[config.mk]
export PLATFORM = sky130hd
export DESIGN_NAME = i2s_frame_ctrl_flat
export DESIGN_NICKNAME = d
export VERILOG_FILES = /design/src/rtl/i2s_frame_ctrl_if.sv /design/src/rtl/i2s_frame_ctrl.sv /design/src/flat_wrapper.sv
export SDC_FILE = /design/constraint.sdc
export NUM_CORES = 1
export LEC_CHECK = 0
export CELL_PAD_IN_SITES_DETAIL_PLACEMENT = 0
export CELL_PAD_IN_SITES_GLOBAL_PLACEMENT = 1
export CORE_MARGIN = 2
export CORE_UTILIZATION = 38
export DETAILED_ROUTE_END_ITERATION = 10
export GPL_TIMING_DRIVEN = 0
export PLACE_DENSITY_LB_ADDON = 0.1
export REMOVE_ABC_BUFFERS = 1
export SLEW_MARGIN = 40
export SYNTH_ARGS = -nofsm -noshare
export SYNTH_HDL_FRONTEND = slang
export SYNTH_SLANG_ARGS = --single-unit
[constraint.sdc]
create_clock -name clk_i -period 2.23 [get_ports clk_i]
set_input_delay 0.669 -clock clk_i [delete_from_list [all_inputs] [get_ports clk_i]]
set_output_delay 0.669 -clock clk_i [all_outputs]
set_load 0.02 [all_outputs]
[src/rtl/i2s_frame_ctrl_if.sv]
// Bus bundle for the I2S frame controller: run/divider controls in,
// generated bit clock, word select, strobes and frame status out.
interface i2s_frame_ctrl_if #(
    parameter int WIDTH = 16,
    parameter int DIV_W = 8
);
    localparam int CNT_W = $clog2(2 * WIDTH);

    logic             en_i;
    logic [DIV_W-1:0] div_i;
    logic             sclk_o;
    logic             ws_o;
    logic             sclkRise_o;
    logic             sclkFall_o;
    logic [CNT_W-1:0] slotBit_o;
    logic             frameDone_o;
    logic             busy_o;

    // Controller side: generates the I2S clocks
    modport master (
        input  en_i, div_i,
        output sclk_o, ws_o, sclkRise_o, sclkFall_o, slotBit_o, frameDone_o, busy_o
    );

    // Client side: requests runs and consumes the clocks/strobes
    modport slave (
        output en_i, div_i,
        input  sclk_o, ws_o, sclkRise_o, sclkFall_o, slotBit_o, frameDone_o, busy_o
    );
endinterface

[src/rtl/i2s_frame_ctrl.sv]
// I2S bus master frame controller. Divides clk_i into SCLK, counts bits of a
// 2-slot frame, drives WS with the standard one-bit delay, and starts/stops
// only on frame boundaries. The divider is relatched at every frame wrap.
module i2s_frame_ctrl #(
    parameter int WIDTH = 16,
    parameter int DIV_W = 8
) (
    input  logic               clk_i,
    input  logic               rst_i,
    i2s_frame_ctrl_if.master   bus
);
    localparam int CNT_W = $clog2(2 * WIDTH);
    localparam logic [CNT_W-1:0] LAST  = CNT_W'(2 * WIDTH - 1);
    localparam logic [CNT_W-1:0] WS_LO = CNT_W'(WIDTH - 1);
    localparam logic [CNT_W-1:0] WS_HI = CNT_W'(2 * WIDTH - 2);

    typedef enum logic [1:0] {
        IDLE = 2'd0,
        RUN  = 2'd1,
        STOP = 2'd2
    } state_t;

    state_t           state_q, state_d;
    logic [DIV_W-1:0] halfCnt_q, halfCnt_d;
    logic [DIV_W-1:0] divLat_q, divLat_d;
    logic [CNT_W-1:0] bitCnt_q, bitCnt_d;
    logic             sclk_q, sclk_d;
    logic             ws_q, ws_d;
    logic             rise_q, rise_d;
    logic             fall_q, fall_d;
    logic             done_q, done_d;
    logic             busy_q, busy_d;

    // Next-state, divider, bit counter and registered-output precomputation
    always_comb begin
        state_d   = state_q;
        halfCnt_d = halfCnt_q;
        divLat_d  = divLat_q;
        bitCnt_d  = bitCnt_q;
        sclk_d    = sclk_q;
        rise_d    = 1'b0;
        fall_d    = 1'b0;
        done_d    = 1'b0;

        case (state_q)
            IDLE: begin
                halfCnt_d = '0;
                bitCnt_d  = '0;
                sclk_d    = 1'b0;
                if (bus.en_i) begin
                    divLat_d = bus.div_i;
                    state_d  = RUN;
                end
            end
            RUN, STOP: begin
                if (halfCnt_q == divLat_q) begin
                    halfCnt_d = '0;
                    sclk_d    = ~sclk_q;
                    rise_d    = ~sclk_q;
                    fall_d    = sclk_q;
                end else begin
                    halfCnt_d = halfCnt_q + DIV_W'(1);
                end

                if (fall_d) begin
                    if (bitCnt_q == LAST) begin
                        bitCnt_d = '0;
                        done_d   = 1'b1;
                        divLat_d = bus.div_i;
                    end else begin
                        bitCnt_d = bitCnt_q + CNT_W'(1);
                    end
                end

                // en_i low on the wrap itself stops right here rather than
                // detouring through STOP for one more frame
                if (state_q == RUN) begin
                    if (!bus.en_i) state_d = done_d ? IDLE : STOP;
                end else begin
                    if (bus.en_i)      state_d = RUN;
                    else if (done_d)   state_d = IDLE;
                end
            end
            default: state_d = IDLE;
        endcase

        ws_d   = (bitCnt_d >= WS_LO) && (bitCnt_d <= WS_HI);
        busy_d = (state_d != IDLE);
    end

    // State and output registers, cleared asynchronously
    always_ff @(posedge clk_i or negedge rst_i) begin
        if (!rst_i) begin
            state_q   <= IDLE;
            halfCnt_q <= '0;
            divLat_q  <= '0;
            bitCnt_q  <= '0;
            sclk_q    <= 1'b0;
            ws_q      <= 1'b0;
            rise_q    <= 1'b0;
            fall_q    <= 1'b0;
            done_q    <= 1'b0;
            busy_q    <= 1'b0;
        end else begin
            state_q   <= state_d;
            halfCnt_q <= halfCnt_d;
            divLat_q  <= divLat_d;
            bitCnt_q  <= bitCnt_d;
            sclk_q    <= sclk_d;
            ws_q      <= ws_d;
            rise_q    <= rise_d;
            fall_q    <= fall_d;
            done_q    <= done_d;
            busy_q    <= busy_d;
        end
    end

    assign bus.sclk_o      = sclk_q;
    assign bus.ws_o        = ws_q;
    assign bus.sclkRise_o  = rise_q;
    assign bus.sclkFall_o  = fall_q;
    assign bus.slotBit_o   = bitCnt_q;
    assign bus.frameDone_o = done_q;
    assign bus.busy_o      = busy_q;
endmodule

[src/flat_wrapper.sv]
// flat-port wrapper written by rule: the top's interface ports become plain ports
module i2s_frame_ctrl_flat 
#(
    parameter int WIDTH = 16,
    parameter int DIV_W = 8
)
  (clk_i, rst_i, bus_en_i, bus_div_i, bus_sclk_o, bus_ws_o, bus_sclkRise_o, bus_sclkFall_o, bus_slotBit_o, bus_frameDone_o, bus_busy_o);
  i2s_frame_ctrl_if #(.WIDTH(WIDTH), .DIV_W(DIV_W)) bus_i ();
  input  logic clk_i;
  input  logic rst_i;
  input wire logic [$bits(bus_i.en_i)-1:0] bus_en_i;
  input wire logic [$bits(bus_i.div_i)-1:0] bus_div_i;
  output wire logic [$bits(bus_i.sclk_o)-1:0] bus_sclk_o;
  output wire logic [$bits(bus_i.ws_o)-1:0] bus_ws_o;
  output wire logic [$bits(bus_i.sclkRise_o)-1:0] bus_sclkRise_o;
  output wire logic [$bits(bus_i.sclkFall_o)-1:0] bus_sclkFall_o;
  output wire logic [$bits(bus_i.slotBit_o)-1:0] bus_slotBit_o;
  output wire logic [$bits(bus_i.frameDone_o)-1:0] bus_frameDone_o;
  output wire logic [$bits(bus_i.busy_o)-1:0] bus_busy_o;
  assign bus_i.en_i = bus_en_i;
  assign bus_i.div_i = bus_div_i;
  assign bus_sclk_o = bus_i.sclk_o;
  assign bus_ws_o = bus_i.ws_o;
  assign bus_sclkRise_o = bus_i.sclkRise_o;
  assign bus_sclkFall_o = bus_i.sclkFall_o;
  assign bus_slotBit_o = bus_i.slotBit_o;
  assign bus_frameDone_o = bus_i.frameDone_o;
  assign bus_busy_o = bus_i.busy_o;
  i2s_frame_ctrl #(.WIDTH(WIDTH), .DIV_W(DIV_W)) u_core (.clk_i(clk_i), .rst_i(rst_i), .bus(bus_i));
endmodule
==> results.md, run 1 <==
- Mean Syn Cell Area: 10.8 µm²
- Tmin final: 2170 ps
- Area growth, synth to finish: 24.8%
- Routability cong.: 0.749
- Endpoints failing hold: 0
- Initial Util: 39.4%
- Number of nets in the layout: 188
- Slew Limit Fails: 0
- Total of max-cap violations: 0
- Most instantiated cells after synthesis: 29 x dfrtp_1, 14 x o21ai_0, 9 x nand2_1, 8 x mux2_2, 7 x nor2_1
- Vias: 1190
- Core Area: 3970 µm²
- Initial antenna violation count: 0
- CTS Buf Count: 5
- Worst-Margin Slew: 655 ps
- Synth Instances: 145
- Hold_ws: 416 ps
- Clock latency at the later pin of the worst-skew pair: 280 ps
- Die height: 68.2 µm
- Sink Count: 29
- EDFF count, synth: 0
- WL final: 3230 µm
- Synth top area share: 46.3%
- Vias per cell: 5.36
- Yosys cell types: 45
- Slew Limit Headroom: 56.3%
- Antenna Nets Post-Route: 0
- Clk network pwr share: 17.9%
- DRC: 0
- Arrival time worst endpoint: 2330 ps
- Post-synthesis async set-or-reset flop share: 100%
- IO Pins: 22
- Power per cell area: 1150 nW/µm²
- Post-CTS Hold Buffers: 0
- Initial drt markers: 73
- Die width: 68.2 µm
- CP Class: reg -> reg
- CTS tree: yes
- Cell area after synthesis: 1570 µm²
- YS warnings: 0
- Vias in the first global route: 1140
- Worst-path clk slew: 60 ps
- Pleak: 0.815 nW
- Die ar.: 4650 µm²
- Clock skew: 5.89 ps
- CP Capture Type: register
- Clock Tree Root: clkbuf_8
- Largest net degree at the start of global routing: 30
- Peak supply drop: 0.000703 V
- Input/output buffers: 21
- Int Pwr: 1.38 mW
- Flop pwr share: 34.6%
- Startpoint Class: register
- CTS H-tree lvls: 2
- Synthesized flop and latch total: 29
- Placed Area: 1820 µm²
- Final instance area: 1960 µm²
- Psw: 869 µW
- Half-perimeter wire length of the detailed placement result: 2290 µm
- Dpl cells: 213
- Path depth of the worst reg2reg path: 8
- Most instantiated library cell after synthesis: dfrtp_1
- FF-to-FF setup slack: 60 ps
- Final setup vio count: 0
- Routed len/inst: 14.6 µm
- Worst R2R Start: u_core.bus.slotBit_o[0]
- Req. time, crit path: 2390 ps
- Status: complete, no violations
- Combinational Power Share: 47.5%
- Period utilization: 97.5%
- Yosys top cell by area: dfrtp_1
- CTS Buffer Depth: 2
- Antenna cells: 0
- Hold Crit Class: in -> async
- Main area contributors after synthesis: dfrtp_1 46%, mux2_2 5.8%, ha_1 4.8%
- Gr usage total: 16.3%
- Setup TNS: 0 ps
- Switching fraction of total power: 38.6%
- Row count: 23
- Seq/Total Area, Yosys: 46.3%
- Primary FF master, synth: dfrtp_1
- Max Clk Rate: 460 MHz
- Utilization after layout: 49.2%
- GRT overflow: 0
- Worst reg2reg endpoint: u_core.bus.ws_o
- First-pass GRT wire length: 5460 µm
- Layout cells sized above 1: 18.6%
- Crit Path Max Fanout: 8
- Drt first pass iters: 4
- Non-Filler Instances: 222
- Fillers: 382
layer usage:
layer / global-route usage [%] / up-vias / share of wire (%)
li1: - / 579 / -
met1: 21.4 / 589 / 48
met2: 24.6 / 17 / 46
met3: 5.43 / 5 / 3.8
met4: 6.75 / 0 / 1.7
met5: 0 / - / 0
placed cells by master, fill, tap and decap left out, drive strengths merged, types with 2 or more instances in the layout:
cell,n
dfrtp,29
clkdlybuf4s50,20
o21ai,15
nand2,9
xnor2,9
mux2,8
clkbuf,8
nor2,7
a21oi,7
inv,6
ha,6
nor3,5
nand3,4
nand2b,3
mux2i,3
and3,3
o31ai,2
xor2,2
or2,2
nand4,2
buf,2
metrics by stage:
stage / setup WS, ps / total power [mW]
2_1_floorplan: 56.4 / 1.55
6_report: 55.8 / 2.25
3_5_place_dp: -141 / 1.79
3_3_place_gp: -62.1 / 1.76
4_1_cts: 8.71 / 2.22
5_1_grt: -14.0 / 2.43
registers in the layout (all words and copies together) (netlist names):
| name | flops |
|---|---|
| u_core.bus.sclk_o | 1 |
| u_core.halfCnt_q | 8 |
| u_core.bus.ws_o | 1 |
| u_core.divLat_q | 8 |
| u_core.bus.sclkRise_o | 1 |
| u_core.bus.sclkFall_o | 1 |
| u_core.bus.frameDone_o | 1 |
| u_core.bus.busy_o | 1 |
| u_core.state_q | 2 |
| u_core.bus.slotBit_o | 5 |
worst max-delay path: stages (launching register included):
cell     delay [ps]
dfrtp_1         390
ha_1            210
and3_1          220
ha_4            200
o21ai_0         100
o311a_2         330
a221o_1         300
and4_1          170
xor2_1          130
cell type report:
class                           count  area (µm²)  share of cell area [%]
Tap cell                           50        62.6                    3.20
Sequential cell                    29         726                    37.1
Inverter                            7        27.5                    1.41
Clock buffer                        8        80.1                    4.09
Multi-Input combinational cell    106         847                    43.3
Timing Repair Buffer               22         213                    10.9
timing repair:
item	in CTS	in global routing
resized for setup	6	3
pin swaps	0	1
setup buffers	0	1
endpoints found under the setup margin	9	11
power groups by stage:
stage	clock network [mW]	logic [mW]	registers, mW
floorplan	0	0.776	0.774
global placement	0	0.977	0.786
detailed placement	0	1.00	0.791
CTS	0.422	1.02	0.782
global route	0.452	1.18	0.801
finish	0.404	1.07	0.780
logic make-up (layout without fill, tap and decap cells):
group                      Yosys count  count (layout)  synth area share, %
adders and majority gates            6               6                 4.79
muxes                               11              11                 7.67
AOI/OAI and AO/OA                   34              34                 14.4
DFF                                 29              29                 46.3
xor gates and xnor gates            11              11                 8.07
and+or+nand+nor                     44              44                 16.3
buffers and inverters               10              37                 2.48
worst max-delay path by stage:
| stage | startpoint | slack (ps) | to |
|---|---|---|---|
| after CTS | u_core.halfCnt_q[1] | 9 | u_core.divLat_q[2] |
| after detailed placement | u_core.halfCnt_q[1] | -140 | u_core.divLat_q[2] |
| final | u_core.bus.slotBit_o[0] | 60 | u_core.bus.ws_o |
| after global placement | u_core.halfCnt_q[0] | -60 | u_core.divLat_q[4] |
| after global routing | u_core.bus.slotBit_o[0] | -10 | u_core.bus.ws_o |
| after floorplan | u_core.bus.slotBit_o[0] | 60 | u_core.bus.ws_o |
(Power assumes the default switching activity.)
==> run 2, diff against run 1 <==
--- a/config.mk
+++ b/config.mk
@@ -9,6 +9,7 @@
 export CELL_PAD_IN_SITES_GLOBAL_PLACEMENT = 1
 export CORE_MARGIN = 2
 export CORE_UTILIZATION = 38
+export CTS_CLUSTER_SIZE = 40
 export DETAILED_ROUTE_END_ITERATION = 10
 export GPL_TIMING_DRIVEN = 0
 export PLACE_DENSITY_LB_ADDON = 0.1
==> results of run 2 <==
Same layout as run 1: the final DEF is identical, and so are final timing and power.
==> run 3, diff against run 2 <==
--- a/config.mk
+++ b/config.mk
@@ -8,7 +8,7 @@
 export CELL_PAD_IN_SITES_DETAIL_PLACEMENT = 0
 export CELL_PAD_IN_SITES_GLOBAL_PLACEMENT = 1
 export CORE_MARGIN = 2
-export CORE_UTILIZATION = 38
+export CORE_UTILIZATION = 42
 export CTS_CLUSTER_SIZE = 40
 export DETAILED_ROUTE_END_ITERATION = 10
 export GPL_TIMING_DRIVEN = 0
==> run 3 against run 2 <==
  * Register-to-register slack got worse by 30 ps
  * Maximum frequency fell by 1.3%
  * Critical path depth did not move
  * Total power fell by 0.29%
  * Largest cell class unchanged
  * Final cell count fell by 1.4%
  * Critical path type unchanged
  * Highest routed layer unchanged
==> results.md, run 3 (synthesis results as in run 1) <==
- Peak supply drop: 0.000603 V (-14%)
- Routability cong.: 0.772 (+3.1%)
- Clk network pwr share: 19.4% (+1.5 points)
- CP Class: reg -> reg
- WL final: 3160 µm (-2.2%)
- IO Pins: 22 (unchanged)
- Arrival time worst endpoint: 2370 ps (+40 ps)
- Core Area: 3630 µm² (-8.5%)
- Die height: 65.1 µm (-4.6%)
- Worst reg2reg endpoint: u_core.bus.ws_o
- Fillers: 353 (-7.6%)
- CTS tree: yes
- Path depth of the worst reg2reg path: 8 (unchanged)
- Crit Path Max Fanout: 8 (unchanged)
- Vias per cell: 5.50 (+2.6%)
- Largest net degree at the start of global routing: 30 (unchanged)
- Worst-Margin Slew: 642 ps (-12.9 ps)
- Status: complete, no violations
- Gr usage total: 17.5% (+1.2 points)
- Max Clk Rate: 454 MHz (-1.3%)
- Final Total Pwr: 2.25 mW (-0.29%)
- Most common cell after layout, fill and taps aside: dfrtp_1
- Sink Count: 29 (unchanged)
- Antenna Nets Post-Route: 0 (unchanged)
- Endpoints failing hold: 0 (unchanged)
- Psw: 868 µW (-0.21%)
- Slew Limit Headroom: 57.2% (+0.86 points)
- Slew Limit Fails: 0 (unchanged)
- Hold Crit Class: in -> async
- Antenna cells: 0 (unchanged)
- Pleak: 0.818 nW (+0.34%)
- Initial antenna violation count: 0 (unchanged)
- Initial Util: 43.1% (+3.7 points)
- Clock Tree Root: clkbuf_8
- CTS Buf Count: 5 (unchanged)
- Int Pwr: 1.38 mW (-0.35%)
- Power per cell area: 1150 nW/µm² (about the same)
- Vias: 1204 (+1.2%)
- Commonest cells after routing, fill and taps aside: 29 x dfrtp_1, 20 x clkdlybuf4s50_1, 13 x o21ai_0, 9 x nand2_1, 8 x mux2_2
- Final setup vio count: 0 (unchanged)
- Die width: 65.1 µm (-4.6%)
- First-pass GRT wire length: 5530 µm (+1.3%)
- Vias in the first global route: 1188 (+4.2%)
- Routed len/inst: 14.4 µm (-0.89%)
- FF-to-FF setup slack: 30 ps (-30 ps)
- Tmin final: 2200 ps (+27.9 ps)
- Worst R2R Start: u_core.bus.slotBit_o[0]
- Flop pwr share: 34.7% (about the same)
- Dpl cells: 211 (-0.94%)
- CP Capture Type: register
- Non-Filler Instances: 219 (-1.4%)
- CTS Buffer Depth: 2 (unchanged)
- Startpoint Class: register
- CTS H-tree lvls: 2 (unchanged)
- Die ar.: 4230 µm² (-9.0%)
- Crit path from: u_core.bus.slotBit_o[0]
- Placed Area: 1820 µm² (-0.14%)
- Drt first pass iters: 4 (unchanged)
- Number of nets in the layout: 188 (unchanged)
- Layout cells sized above 1: 19.3% (+0.69 points)
- Initial drt markers: 55 (-25%)
- Crit path to: u_core.bus.ws_o
- Setup TNS: 0 ps (unchanged)
- Req. time, crit path: 2400 ps (about the same)
- DRC: 0 (unchanged)
- Worst-path clk slew: 70 ps (about the same)
- Clock skew: 7.97 ps (+2.09 ps)
- Half-perimeter wire length of the detailed placement result: 2240 µm (-2.5%)
- Final instance area: 1950 µm² (-0.32%)
- Post-CTS Hold Buffers: 0 (unchanged)
- GRT overflow: 0 (unchanged)
- Period utilization: 98.7% (+1.3 points)
- Row count: 22 (-4.3%)
- Switching fraction of total power: 38.6% (about the same)
- Clock latency at the later pin of the worst-skew pair: 280 ps (about the same)
- Area growth, synth to finish: 24.4%
- Utilization after layout: 53.7% (+4.4 points)
- Combinational Power Share: 45.9% (-1.6 points)
- Input/output buffers: 21 (unchanged)
- Total of max-cap violations: 0 (unchanged)
-- run 3: layout make-up --
cell class                      count  area (µm²)  share of cell area, %
Clock buffer                        7        86.3                   4.43
Inverter                            7        27.5                   1.41
Multi-Input combinational cell    106         837                   42.9
Sequential cell                    29         726                   37.2
Tap cell                           48        60.1                   3.08
Timing Repair Buffer               22         213                   10.9
-- run 3: how the worst min path moves through the flow --
| stage | startpoint | end | slack, ps | depth (start not counted) |
|---|---|---|---|---|
| 2_1_floorplan | rst_i | u_core.bus.busy_o | 370 | 0 |
| 3_3_place_gp | u_core.divLat_q[6] | u_core.divLat_q[6] | 520 | 1 |
| 3_5_place_dp | u_core.divLat_q[6] | u_core.divLat_q[6] | 530 | 1 |
| 4_1_cts | rst_i | u_core.bus.slotBit_o[1] | 440 | 1 |
| 5_1_grt | rst_i | u_core.halfCnt_q[4] | 460 | 1 |
| 6_report | rst_i | u_core.bus.slotBit_o[1] | 410 | 1 |
-- run 3: worst max-delay path, stage by stage (launching register included) --
cell and delay, ps:
dfrtp_1 410, ha_1 220, and3_1 220, ha_4 190
o21ai_0 110, o311a_2 350, a221o_1 280, and4_1 170
xor2_1 140
-- run 3: metrics by stage --
step	hold WS, ps	setup slack, ps
final	412	27.9
after global routing	463	-13.9
after CTS	437	0.149
after detailed placement	527	-85.6
after global placement	520	-68.0
after floorplan	373	56.4
-- run 3: layer usage --
layer / vias to the layer above / GRT usage, % / wire [µm]
li1: 573 / - / -
met1: 591 / 23.2 / 1460
met2: 33 / 26.7 / 1500
met3: 7 / 4.17 / 133
met4: 0 / 8.59 / 62
met5: - / 0 / 0
-- run 3: power by group through the flow --
| stage | sequential [mW] | clock (mW) | combinational [mW] |
|---|---|---|---|
| final | 0.779 | 0.436 | 1.03 |
| after global routing | 0.802 | 0.485 | 1.14 |
| after CTS | 0.782 | 0.446 | 1.01 |
| after detailed placement | 0.790 | 0 | 0.996 |
| after global placement | 0.783 | 0 | 0.968 |
| after floorplan | 0.774 | 0 | 0.776 |
-- run 3: what timing repair did --
action,CTS,global route
buffers inserted,0,1
pin swaps,0,1
setup endpoints to repair,9,13
resized for setup,4,5
endpoints found under the hold margin,0,0
==> variant 1: new RTL, flow settings as in run 1 <==
The 3 states of `state_t` get a one-hot encoding in 3 bits.
--- a/src/rtl/i2s_frame_ctrl.sv
+++ b/src/rtl/i2s_frame_ctrl.sv
@@ -14,10 +14,10 @@
     localparam logic [CNT_W-1:0] WS_LO = CNT_W'(WIDTH - 1);
     localparam logic [CNT_W-1:0] WS_HI = CNT_W'(2 * WIDTH - 2);
 
-    typedef enum logic [1:0] {
-        IDLE = 2'd0,
-        RUN  = 2'd1,
-        STOP = 2'd2
+    typedef enum logic [2:0] {
+        IDLE = 3'b001,
+        RUN  = 3'b010,
+        STOP = 3'b100
     } state_t;
 
     state_t           state_q, state_d;
Check against the original RTL: same outputs for any inputs over 10 cycles, from zero or initial values and one cycle with rst_i low; not proved beyond that.
==> variant 1 against run 1 <==
Area after synthesis fell by 6.6%; sequential cell count rose by 1; sequential share of layout area rose by 2.6 points; worst setup slack improved by 0.043 ns; first-iteration DRC count fell by 16%; non-clock buffer count rose by 6; total power fell by 21%; final area fell by 2.8%; utilization rose by 2.3 points; wire length fell by 8.0%; critical path depth fell by 2; sequential power barely moved.
==> variant 1: results <==
[yosys]
synth_area_leaders = dfrtp_1, mux2_2, xnor2_1
synth_commonest_cells = dfrtp_1, nand2_1, o21ai_0
yosysSeqAreaShare = 0.514
syn_avg_cell_area_sq_um = 10.7
ys_types = 34
yosys_warnings = 0

[cells_and_area]
n_fill_cell = 364
drive_above_1_share = 0.235
n_antenna_cell = 0
final_nets = 183
stdcell_count = 218

[placed_design]
placed_area_sq_mm = 0.00172
dp.cells = 203
place_congestion = 0.783
hpwl_um = 2090

[timing]
whs_ns = 0.421
fin_skew_ns = 0.00410
max_slew_margin = 0.552

[min_path]
hp-class = in -> async

[power]
power_leakage_nw = 0.815
p_comb_w = 0.000563
ir_drop_mv = 0.571
p_sw_frac = 0.332
powerSeq_w = 0.000777

[setup_path]
max_stage_delay_ns = 0.55
critPathArrivalTime_ns = 2.34
slowest_stage = or4b_4
path_max_fanout = 5
timing.critical_path.from = u_core.bus.slotBit_o[0]$_DFF_PN0_
rr_endpoint = u_core.bus.ws_o$_DFF_PN0_
ff2ff_path_depth = 6
r2r_slack_ns = 0.1

[global_routing]
grt_max_degree = 31
grt_pass1_wl_um = 4920
track_usage = 0.154
overflow = 0

[clocking]
clk_latency_ns = 0.28
cts_made_buffers = 5
clockRootBuffer = clkbuf_8
cts_htree_levels = 2

[route]
drtIter0Drc = 61
wl_um = 2970
vias = 1144

[outcome]
outcome = complete, no violations
## variant 1: changes by cell type after synthesis, moves of 2 or more
| cell | delta |
|---|---|
| a21oi_1 | -6 |
| nand2_1 | +5 |
| xnor2_1 | +5 |
| nand3_1 | +4 |
| nor3_1 | -4 |
| xnor2_2 | -4 |
| ha_1 | -3 |
| mux2i_1 | -3 |
| nand4_1 | +3 |
| a31oi_1 | +2 |
## variant 1: area by class of cell
cell class                 count  area [sq um]  area share
multi-input combinational     98           717       0.377
sequential                    30           754       0.397
tap                           48          60.1      0.0316
clock buffer                   8          90.1      0.0474
inverter                       6          22.5      0.0118
timing repair buffer          28           258       0.136
## variant 1: timing repair
| item | CTS | global route |
|---|---|---|
| resized for setup | 3 | 9 |
| pin swaps | 0 | 2 |
| setup endpoints to repair | 8 | 9 |
| buffers inserted | 0 | 7 |
## variant 1: metrics by stage
step | power [W] | worst slack (ns)
floorplan | 0.00114 | 0.0982
global placement | 0.00128 | -0.0328
detailed placement | 0.00131 | -0.0203
CTS | 0.00178 | 0.0181
global route | 0.00191 | -0.00223
finish | 0.00179 | 0.0990
## variant 1: worst max-delay path, delay by kind of cell (launching register included)
kind	cells	cell delay (ns)
AOI/OAI and AO/OA	1	0.28
xor gates and xnor gates	1	0.16
adders and majority gates	2	0.44
and+or+nand+nor	2	0.75
DFF	1	0.43
## variant 1: routing by layer
metal | track usage | share of wire | vias to the layer above
met5 | 0 | 0 | -
met4 | 0.0842 | 0.023 | 0
met3 | 0.0409 | 0.040 | 7
met2 | 0.274 | 0.53 | 25
met1 | 0.164 | 0.41 | 564
li1 | - | - | 548
## variant 1: cells by family (layout without fill, tap and decap cells)
kind of cell / after synthesis / after routing / synth area share
compound gates: 21 / 21 / 0.0890
mux: 9 / 9 / 0.0693
simple gates: 53 / 53 / 0.206
buf+inv: 9 / 42 / 0.0239
flops: 30 / 30 / 0.514
fa+ha+maj: 3 / 3 / 0.0257
xor+xnor: 12 / 12 / 0.0719
## variant 1: worst min path at each step
stage / start / to / depth (start not counted)
after CTS: rst_i / u_core.halfCnt_q[4]$_DFFE_PN0N_ / 1
after detailed placement: u_core.halfCnt_q[6]$_DFFE_PN0N_ / u_core.halfCnt_q[6]$_DFFE_PN0N_ / 1
after global routing: rst_i / u_core.halfCnt_q[6]$_DFFE_PN0N_ / 1
after floorplan: rst_i / u_core.bus.busy_o$_DFF_PN0_ / 0
final: rst_i / u_core.bus.slotBit_o[2]$_DFF_PN0_ / 1
after global placement: u_core.bus.sclk_o$_DFFE_PN0P_ / u_core.bus.sclkRise_o$_DFF_PN0_ / 1
==> variant 2: new RTL, settings of run 1 <==
Made on the original files. `WIDTH` is set to 16 in 3 places; all go to 32.
--- a/src/rtl/i2s_frame_ctrl_if.sv
+++ b/src/rtl/i2s_frame_ctrl_if.sv
@@ -1,7 +1,7 @@
 // Bus bundle for the I2S frame controller: run/divider controls in,
 // generated bit clock, word select, strobes and frame status out.
 interface i2s_frame_ctrl_if #(
-    parameter int WIDTH = 16,
+    parameter int WIDTH = 32,
     parameter int DIV_W = 8
 );
     localparam int CNT_W = $clog2(2 * WIDTH);
--- a/src/rtl/i2s_frame_ctrl.sv
+++ b/src/rtl/i2s_frame_ctrl.sv
@@ -2,7 +2,7 @@
 // 2-slot frame, drives WS with the standard one-bit delay, and starts/stops
 // only on frame boundaries. The divider is relatched at every frame wrap.
 module i2s_frame_ctrl #(
-    parameter int WIDTH = 16,
+    parameter int WIDTH = 32,
     parameter int DIV_W = 8
 ) (
     input  logic               clk_i,
--- a/src/flat_wrapper.sv
+++ b/src/flat_wrapper.sv
@@ -1,7 +1,7 @@
 // flat-port wrapper written by rule: the top's interface ports become plain ports
 module i2s_frame_ctrl_flat 
 #(
-    parameter int WIDTH = 16,
+    parameter int WIDTH = 32,
     parameter int DIV_W = 8
 )
   (clk_i, rst_i, bus_en_i, bus_div_i, bus_sclk_o, bus_ws_o, bus_sclkRise_o, bus_sclkFall_o, bus_slotBit_o, bus_frameDone_o, bus_busy_o);
Interface: changed (resized bus_slotBit_o); port bits go from 22 to 23. The function was not compared with the original's and may differ.
==> variant 2 against run 1 <==
Wire length up 8.7%; maximum frequency up 5.0%; cell count up 5.4%; total power up 1.7%; first-iteration DRC count up 56%; combinational power down 4%; area after synthesis up 5.5%; sequential share of layout area down 0.62 points; non-clock buffer count up 3; sequential cell count up 1; worst setup slack better by 0.10 ns; final area up 5.6%; critical path depth down 7.
==> variant 2: results <==
[cells_and_area]
final_nets = 199
drive_above_1_share = 0.196
stdcell_count = 234

[setup_path]
max_stage_delay_ns = 0.65
crit_family = buffers and inverters
slowest_stage = clkdlybuf4s50_1
path_max_fanout = 5
critPathArrivalTime_ns = 1.40

[timing]
fin_skew_ns = 0.0119
worst_pin_slew_ns = 0.693

[outcome]
outcome = complete, no violations

[yosys]
synth_mux_area_frac = 0.0787
yosys.area_share.xor_xnor = 0.0583
async_flop_share = 1.00
yosysSeqAreaShare = 0.454
yosys_warnings = 0
synth_area_leaders = dfrtp_1, mux2_4, xnor2_1
ys_types = 45
synth-adder-area-share = 0.0439
synth_cells = 154
synth_compound_area_frac = 0.154
synth_top_flop_cell = dfrtp_1
synth_commonest_cells = dfrtp_1, nand2_1, o21ai_0, xnor2_1

[global_routing]
track_usage = 0.160
use_met3 = 0.0592
grt_max_degree = 31
gr-usage-met1 = 0.195
use_met2 = 0.252
grt_pass1_wl_um = 6040

[placed_design]
pre_cts_ws_ns = -0.0593
dp.cells = 223
place_congestion = 0.781
hpwl_um = 2460
placed_area_sq_mm = 0.00191
portBuffers = 22

[clocking]
clockRootBuffer = clkbuf_8
clk_latency_ns = 0.30
cts_resized = 1
cts_made_buffers = 5
cts_htree_levels = 2

[route]
met2_length_um = 1590
vias = 1324
wl_per_cell_um = 15.0
met1_length_um = 1610
drt-pass1-iter-count = 4
met3_length_um = 230
drtIter0Drc = 114

[min_path]
hp-class = in -> async

[power]
power_leakage_nw = 0.912
ir_drop_mv = 0.705
## variant 2: cell count changes in the layout (fill, tap and decap cells not counted), moves of 3 or more
cell	change
nand3_1	+4
o21ai_0	-3
mux2_4	+8
mux2_2	-8
xnor2_1	+3
a21o_1	+3
## variant 2: power by group
part           total [W]  switching [W]  leakage, nW  internal [W]
clock network   0.000467       0.000218       0.0482      0.000249
logic            0.00103       0.000531        0.473      0.000501
registers       0.000793       0.000122        0.391      0.000671
total            0.00229       0.000871        0.912       0.00142
## variant 2: final cells by class
class                           instances  area (sq um)
Multi-Input combinational cell        117           905
Inverter                                4          15.0
Tap cell                               50          62.6
Clock inverter                          1          5.00
Sequential cell                        30           753
Fill cell                             380          2020
Clock buffer                            7          86.3
Timing Repair Buffer                   25           238
## variant 2: final timing paths
check,to,cells past startpoint,slack (ns),start
setup / recovery,bus_sclk_o,1,0.16,u_core.bus.sclk_o$_DFFE_PN0P_
hold / removal,u_core.bus.slotBit_o[5]$_DFF_PN0_,1,0.41,rst_i
setup reg to reg,u_core.divLat_q[4]$_DFFE_PN0P_,6,0.16,u_core.bus.slotBit_o[1]$_DFF_PN0_
hold reg to reg,u_core.divLat_q[6]$_DFFE_PN0P_,1,0.53,u_core.divLat_q[6]$_DFFE_PN0P_
max in group asynchronous,u_core.state_q[0]$_DFF_PN0_,1,1.33,rst_i
min in group clk_i,u_core.divLat_q[6]$_DFFE_PN0P_,1,0.53,u_core.divLat_q[6]$_DFFE_PN0P_
## variant 2: kinds of logic (layout without fill, tap and decap cells)
kind of cell | count (synthesis) | in the layout
DFF | 30 | 30
adders and majority gates | 6 | 6
xor gates and xnor gates | 11 | 11
and+or+nand+nor | 54 | 54
AOI/OAI and AO/OA | 37 | 37
muxes | 9 | 9
buffers and inverters | 7 | 37
